==> src/rtl/ps2_rx_frame.sv <==
// rtl/ps2_rx_frame.sv - receive-only PS/2 device-to-host frame deserializer
module ps2_rx_frame #(
    parameter int FILTER_LEN     = 8,
    parameter int TIMEOUT_CYCLES = 10000
) (
    input  logic       CLOCK_50,
    input  logic       resetn,
    input  logic       PS2_CLK,
    input  logic       PS2_DAT,
    output logic [7:0] received_data,
    output logic       received_data_en,
    output logic       frame_err,
    output logic [1:0] err_code
);

    localparam int FW = $clog2(FILTER_LEN) + 1;
    localparam int TW = $clog2(TIMEOUT_CYCLES) + 1;

    typedef enum logic [1:0] {IDLE, DATA, PARITY, STOP} state_t;

    state_t        state;
    logic          clk_s1, clk_s2, dat_s1, dat_s2;
    logic          filt_clk, filt_prev;
    logic [FW-1:0] filt_cnt;
    logic [TW-1:0] tmo_cnt;
    logic [2:0]    bit_cnt;
    logic [7:0]    shift;
    logic          parity_bit;
    logic          fall;

    always_ff @(posedge CLOCK_50 or negedge resetn) begin
        if (!resetn) begin
            clk_s1 <= 1'b1;
            clk_s2 <= 1'b1;
            dat_s1 <= 1'b1;
            dat_s2 <= 1'b1;
        end else begin
            clk_s1 <= PS2_CLK;
            clk_s2 <= clk_s1;
            dat_s1 <= PS2_DAT;
            dat_s2 <= dat_s1;
        end
    end

    // filt_clk only follows the synced clock after a full run of differing samples
    always_ff @(posedge CLOCK_50 or negedge resetn) begin
        if (!resetn) begin
            filt_clk  <= 1'b1;
            filt_prev <= 1'b1;
            filt_cnt  <= '0;
        end else begin
            filt_prev <= filt_clk;
            if (clk_s2 == filt_clk) begin
                filt_cnt <= '0;
            end else if (filt_cnt >= FW'(FILTER_LEN - 1)) begin
                filt_clk <= clk_s2;
                filt_cnt <= '0;
            end else begin
                filt_cnt <= filt_cnt + 1'b1;
            end
        end
    end

    assign fall = filt_prev & ~filt_clk;

    always_ff @(posedge CLOCK_50 or negedge resetn) begin
        if (!resetn) begin
            state            <= IDLE;
            bit_cnt          <= '0;
            shift            <= '0;
            parity_bit       <= 1'b0;
            tmo_cnt          <= '0;
            received_data    <= '0;
            received_data_en <= 1'b0;
            frame_err        <= 1'b0;
            err_code         <= 2'b00;
        end else begin
            received_data_en <= 1'b0;
            frame_err        <= 1'b0;

            if (fall || state == IDLE)
                tmo_cnt <= '0;
            else if (tmo_cnt < TW'(TIMEOUT_CYCLES - 1))
                tmo_cnt <= tmo_cnt + 1'b1;

            if (fall) begin
                case (state)
                    IDLE: begin
                        if (!dat_s2) begin
                            state   <= DATA;
                            bit_cnt <= '0;
                        end
                    end
                    DATA: begin
                        shift   <= {dat_s2, shift[7:1]};
                        bit_cnt <= bit_cnt + 1'b1;
                        if (bit_cnt == 3'd7)
                            state <= PARITY;
                    end
                    PARITY: begin
                        parity_bit <= dat_s2;
                        state      <= STOP;
                    end
                    STOP: begin
                        state <= IDLE;
                        if ((^{shift, parity_bit}) && dat_s2) begin
                            received_data    <= shift;
                            received_data_en <= 1'b1;
                        end else begin
                            frame_err <= 1'b1;
                            err_code  <= (^{shift, parity_bit}) ? 2'b10 : 2'b01;
                        end
                    end
                    default: state <= IDLE;
                endcase
            end else if (state != IDLE && tmo_cnt >= TW'(TIMEOUT_CYCLES - 1)) begin
                // stalled mid-frame: drop the partial byte
                state     <= IDLE;
                frame_err <= 1'b1;
                err_code  <= 2'b11;
            end
        end
    end

endmodule

==> config.mk <==
export PLATFORM = sky130hd
export DESIGN_NAME = ps2_rx_frame
export DESIGN_NICKNAME = d
export VERILOG_FILES = /design/src/rtl/ps2_rx_frame.sv
export SDC_FILE = /design/constraint.sdc
export NUM_CORES = 1
export LEC_CHECK = 0
export CORE_MARGIN = 2
export CORE_UTILIZATION = 45
export DETAILED_ROUTE_END_ITERATION = 10
export MAX_ROUTING_LAYER = met4
export PLACE_DENSITY = 0.72
export SLEW_MARGIN = 20
export SYNTH_ARGS = -nofsm -noshare
export SYNTH_HDL_FRONTEND = slang
export SYNTH_SLANG_ARGS = --single-unit
export TNS_END_PERCENT = 10
==> constraint.sdc <==
create_clock -name CLOCK_50 -period 3 [get_ports CLOCK_50]
set_input_delay 0.3 -clock CLOCK_50 [delete_from_list [all_inputs] [get_ports CLOCK_50]]
set_output_delay 0.3 -clock CLOCK_50 [all_outputs]
set_load 0.02 [all_outputs]
==> flow_summary_export.csv, run 1 <==
group,metric,value,unit
outcome,status,"complete, no violations",
sta,drv_slew,0,
synthesis,synth_top_area_cell,"dfrtp_1",
floorplanning,rows,26,
setup_path,crit_type,"reg2reg",
synthesis,synthArstFlopShare,1.00,
sta,max_slew.worst_pin.slew,776,ps
setup_path,crit_path_end_kind,"flip-flop",
place,port_buffers,15,
floorplanning,core_area,0.00504,mm^2
routing,firstDrtPassIters,4,
global_routing,grt_pass1_vias,1465,
setup_path,path_max_fanout,9,
place,post-dp-hpwl,2740,um
sta,setup_viol,0,
global_routing,grt_max_degree,36,
final_layout,drive_gt1_frac,0.147,
final_layout,final_nets,229,
final_layout,area_growth,14.1,%
clock_network,postCtsSetupRepairBufs,0,
routing,routed_wl,3760,um
clock_network,cts_tree,"yes",
synthesis,yosysWarnings,0,
clock_network,clk_latency,300,ps
global_routing,met3_usage,0.0437,
pwr,ir_drop,0.235,mV
flow_run,drv_cap,0,
floorplanning,die_x,75.8,um
synthesis,yosysTopAreaCellShare,0.485,
setup_path,worst_path_max_delay_cell,"or3_1",
synthesis,syn_inst,197,
routing,wl_per_cell,13.1,um
routing,drc,0,
clock_network,clock_path_buffers,2,
synthesis,yosys_most_used_dff,"dfrtp_1",
global_routing,grt.busiest_layer,"met2",
sta,fmax,0.447,GHz
routing,drt_iter0_markers,93,
setup_path,worst_setup_path_start_kind,"flip-flop",
floorplanning,io_pins,16,
synthesis,synth_edf_count,0,
floorplanning,dieArea,0.00575,mm^2
floorplanning,initial_core_util,0.461,
clock_network,htree_levels,2,
global_routing,globalRoute.totalOverflow,0,
global_routing,grtUsageMet1,0.208,
floorplanning,die_y,75.8,um
clock_network,ctsHoldBuffers,0,
synthesis,post-synth-top-count-cell,"dfrtp_1",
pwr,leakage,1.26,nW
global_routing,grt_pass1_wl,6670,um
clock_network,cts_made_buffers,5,
pwr,power_density,624,mW/mm^2
sta,tns,0,ps
final_layout,fin_area,0.00265,mm^2
min_path,min_path_type,"in2async",
synthesis,synth_common_cells,"dfrtp_1, nand2_1, nor2_1, nand3_1",
routing,drtAntennaViolNets,0,
setup_path,slowest_delay,590,ps
sta,hold_viol_final,0,
sta,rsz0062_at_grt,"false",
sta,final.setup_skew,2.87,ps
clock_network,cts_resized,0,
global_routing,grt_usage,0.159,
routing,vias_per_cell,5.28,
place,place.gp.congestion,0.836,
synthesis,syn_area,0.00232,mm^2
sta,relSlewSlack,0.482,
synthesis,yosysUniqueCellTypes,36,
sta,period_share,0.746,
synthesis,postSynthNetCount,209,
final_layout,antenna_cells,0,
global_routing,antenna_found_initial,0,
synthesis,ys_seq_area_frac,0.553,
setup_path,crit_arrival,2430,ps
global_routing,use_met2,0.239,
synthesis,synth_area_leaders,"dfrtp_1, dfstp_2, mux2_4",
synthesis,postSynthAreaPerCell,11.8,um^2
clock_network,root_buffer,"clkbuf_8",
synthesis,ys_ff_latch,51,
clock_network,cts.sinks,51,
sta,fin_crit,2240,ps
clock_network,clkTransAtPathRegs,80,ps
routing,vias,1515,
place,placed_cell_area,0.00255,mm^2
setup_path,path_cells,"xor2_1 > xnor3_1 > xnor2_1 > or3_1 > mux2_4",
setup_path,worstPathRequired,3190,ps
[sequential cells by signal, summed over array words and instances, names as in the netlist, 2 cells and up]
name	cells
state	2
err_code	2
filt_cnt	4
bit_cnt	3
shift	8
received_data	8
tmo_cnt	15
[path summary, 6_finish.rpt]
| check | to | from | depth (start not counted) | slack (ps) |
|---|---|---|---|---|
| max | received_data[6]$_DFFE_PN0P_ | shift[1]$_DFFE_PN0P_ | 5 | 760 |
| min | tmo_cnt[12]$_DFFE_PN0P_ | resetn | 1 | 80 |
| min reg2reg | dat_s2$_DFF_PN1_ | dat_s1$_DFF_PN1_ | 0 | 360 |
| max reg2reg | received_data[6]$_DFFE_PN0P_ | shift[1]$_DFFE_PN0P_ | 5 | 760 |
| max in group asynchronous | dat_s1$_DFF_PN1_ | resetn | 2 | 2150 |
| min in group CLOCK_50 | dat_s2$_DFF_PN1_ | dat_s1$_DFF_PN1_ | 0 | 360 |
[per-layer routing]
layer	share of wire	vias to the layer above	wire length (um)
li1	-	749	-
met1	0.50	732	1890
met2	0.45	29	1680
met3	0.036	5	137
met4	0.014	0	52
met5	0	-	0
[report_power, final]
group	switching [mW]	total, mW	internal (mW)
Combinational	0.206	0.361	0.155
Sequential	0.0691	0.844	0.774
Clock	0.205	0.449	0.244
[layout make-up]
type / instances / area, um^2
Clock buffer: 6 / 72.6
Clock inverter: 1 / 30.0
Fill cell: 446 / 2390
Inverter: 6 / 22.5
Multi-Input combinational cell: 136 / 993
Sequential cell: 51 / 1280
Tap cell: 70 / 87.6
Timing Repair Buffer: 17 / 160
[cells by family (layout without fill, tap and decap cells)]
logic type | Yosys count | count (layout) | share of synthesized area
AOI/OAI and AO/OA | 35 | 35 | 0.0970
adders and majority gates | 8 | 8 | 0.0431
muxes | 16 | 16 | 0.0905
and+or+nand+nor | 64 | 64 | 0.142
xor gates and xnor gates | 13 | 13 | 0.0550
buffers and inverters | 10 | 30 | 0.0194
DFF | 51 | 51 | 0.553
[stage by stage]
step	std cells	power [mW]	setup slack, ps	utilization	hold slack, ps
detailed placement	280	1.23	749	0.505	347
global route	287	1.77	640	0.526	131
CTS	287	1.69	737	0.526	92.0
floorplan	197	1.12	1010	-	4.41
global placement	280	1.20	819	0.505	346
finish	287	1.65	761	0.526	75.6
[cells in the final DEF (no fill, tap or decap), types with 5 or more instances in the layout]
master / synthesis / layout
nand3_1: 11 / 11
mux2_2: 8 / 8
dfstp_2: 6 / 6
xnor2_1: 6 / 6
clkbuf_8: 0 / 5
nand2_1: 14 / 14
dfrtp_1: 45 / 45
ha_1: 8 / 8
o21ai_0: 9 / 9
nor2_1: 13 / 13
mux2_4: 8 / 8
or3_1: 5 / 5
clkdlybuf4s50_1: 0 / 14
inv_1: 6 / 6
xor2_1: 6 / 6
a21oi_1: 9 / 9
[critical path: cells and delay by family, from the launching register on]
kind / cells / cell delay (ps)
simple gates: 1 / 590
mux: 1 / 380
xor+xnor: 3 / 740
flops: 1 / 420
Power figures use the tool's default switching activity.
==> inputs of run 2 (changes only) <==
PLACE_DENSITY = 0.74   (was 0.72)
clock period = 1.84 ns   (was 3 ns; I/O delays follow)
==> flow_summary_export.csv, run 2 (synthesized netlist as in run 1, its figures left out) <==
group,metric,value,unit
sta,final.setup_skew,9.32,ps
clock_network,cts_tree,"yes",
floorplanning,io_pins,16,
global_routing,grt_pass1_vias,1563,
sta,max_slew.worst_pin.slew,545,ps
place,port_buffers,15,
clock_network,clk_latency,300,ps
global_routing,grt_usage,0.168,
place,dp_cells,302,
clock_network,cts_made_buffers,5,
floorplanning,core_area,0.00504,mm^2
outcome,status,"finished with violations",
floorplanning,dieArea,0.00575,mm^2
final_layout,drive_gt1_frac,0.257,
global_routing,grt_max_degree,29,
routing,vias,1628,
min_path,holdCritStartpoint,"PS2_DAT",
routing,vias_per_cell,5.23,
final_layout,area_growth,24.6,%
final_layout,final_cell_mix,"dfrtp_1, buf_4, nand2_1, clkdlybuf4s50_1, nor2_1",
setup_path,r2r_start,"shift[6]$_DFFE_PN0P_",
clock_network,htree_levels,2,
sta,fin_crit,2080,ps
clock_network,cts.sinks,51,
setup_path,path_max_fanout,4,
sta,fmax,0.481,GHz
setup_path,crit_path_end_kind,"flip-flop",
floorplanning,die_y,75.8,um
final_layout,top_regs,"tmo_cnt x15, received_data x8, shift x8",
place,place.gp.congestion,0.937,
final_layout,final_nets,252,
flow_run,drv_cap,0,
global_routing,globalRoute.totalOverflow,0,
final_layout,top_register,"tmo_cnt",
setup_path,worst_setup_path_start_kind,"flip-flop",
sta,relSlewSlack,0.637,
clock_network,clkTransAtPathRegs,90,ps
sta,period_share,1.13,
final_layout,antenna_cells,0,
pwr,ir_drop,0.547,mV
floorplanning,rows,26,
routing,firstDrtPassIters,4,
routing,drt_iter0_markers,79,
setup_path,crit_arrival,2270,ps
sta,hold_viol_final,0,
place,placed_cell_area,0.00273,mm^2
final_layout,largest_reg_flops,15,
sta,worst_slack,-238,ps
outcome,violations,"setup timing",
sta,holdWs,283,ps
routing,routed_wl,4120,um
sta,setup_viol,8,
sta,rsz0062_at_grt,"true",
final_layout,final_cells,311,
final_layout,layout_commonest_cell,"dfrtp_1",
setup_path,r2r_slack,-240,ps
pwr,power_density,984,mW/mm^2
floorplanning,initial_core_util,0.461,
global_routing,antenna_found_initial,0,
routing,drtAntennaViolNets,0,
routing,wl_per_cell,13.2,um
global_routing,grt_pass1_wl,7130,um
routing,drc,0,
setup_path,cp-startpoint,"shift[6]$_DFFE_PN0P_",
floorplanning,die_x,75.8,um
place,post-dp-hpwl,3010,um
setup_path,crit_type,"reg2reg",
sta,drv_slew,0,
min_path,min_path_type,"in2reg",
pwr,leakage,1.38,nW
pwr,finalPower,2.85,mW
clock_network,root_buffer,"clkbuf_8",
final_layout,fin_area,0.00289,mm^2
clock_network,clock_path_buffers,2,
setup_path,worstPathRequired,2040,ps
[run 2: report_power, final]
part	switching, mW	internal [mW]	leakage (nW)
logic	0.388	0.331	0.644
registers	0.0950	1.26	0.681
clock network	0.360	0.411	0.0558
total	0.843	2.00	1.38
[run 2: area by class of cell]
type                    instances  area, um^2
clock buffers                   6        72.6
clock inverters                 2        38.8
fillers                       425        2150
inverters                       6        22.5
multi-input cells             136        1030
flip-flops and latches         51        1280
well taps                      70        87.6
repair buffers                 40         355
[run 2: repair_timing]
action / 4_1_cts / 5_1_grt
buffers inserted: 0 / 0
hold buffers: 1 / 0
endpoints found under the hold margin: 17 / 0
pin swaps: 1 / 5
gates resized for setup: 2 / 11
endpoints found under the setup margin: 16 / 21
[run 2: worst paths after layout]
check | endpoint | cells past startpoint
worst max-delay path | received_data[6]$_DFFE_PN0P_ | 6
worst min-delay path | dat_s1$_DFF_PN1_ | 1
worst max register to register | received_data[6]$_DFFE_PN0P_ | 6
worst min register to register | dat_s2$_DFF_PN1_ | 0
max in group asynchronous | tmo_cnt[13]$_DFFE_PN0P_ | 3
min in group asynchronous | filt_cnt[1]$_DFF_PN0_ | 2
[run 2: through the flow]
step	setup TNS, ps	setup WS, ps	util
floorplan	-946	-118	-
global placement	-1400	-146	0.540
detailed placement	-2090	-235	0.540
CTS	-1900	-247	0.566
global route	-2320	-296	0.574
finish	-1790	-238	0.574
[run 2: worst max-delay path: stages, from the launching register on]
cell,delay [ps]
dfrtp_1,400
xnor2_1,180
xnor3_1,440
xnor2_1,160
or3_4,340
buf_4,170
mux2_4,290
[run 2: routing by layer]
layer | GRT usage | wire [um] | up-vias
li1 | - | - | 806
met2 | 0.237 | 1910 | 30
met4 | 0.0624 | 63 | 0
met3 | 0.0437 | 141 | 5
met1 | 0.234 | 2010 | 787
met5 | - | 0 | -
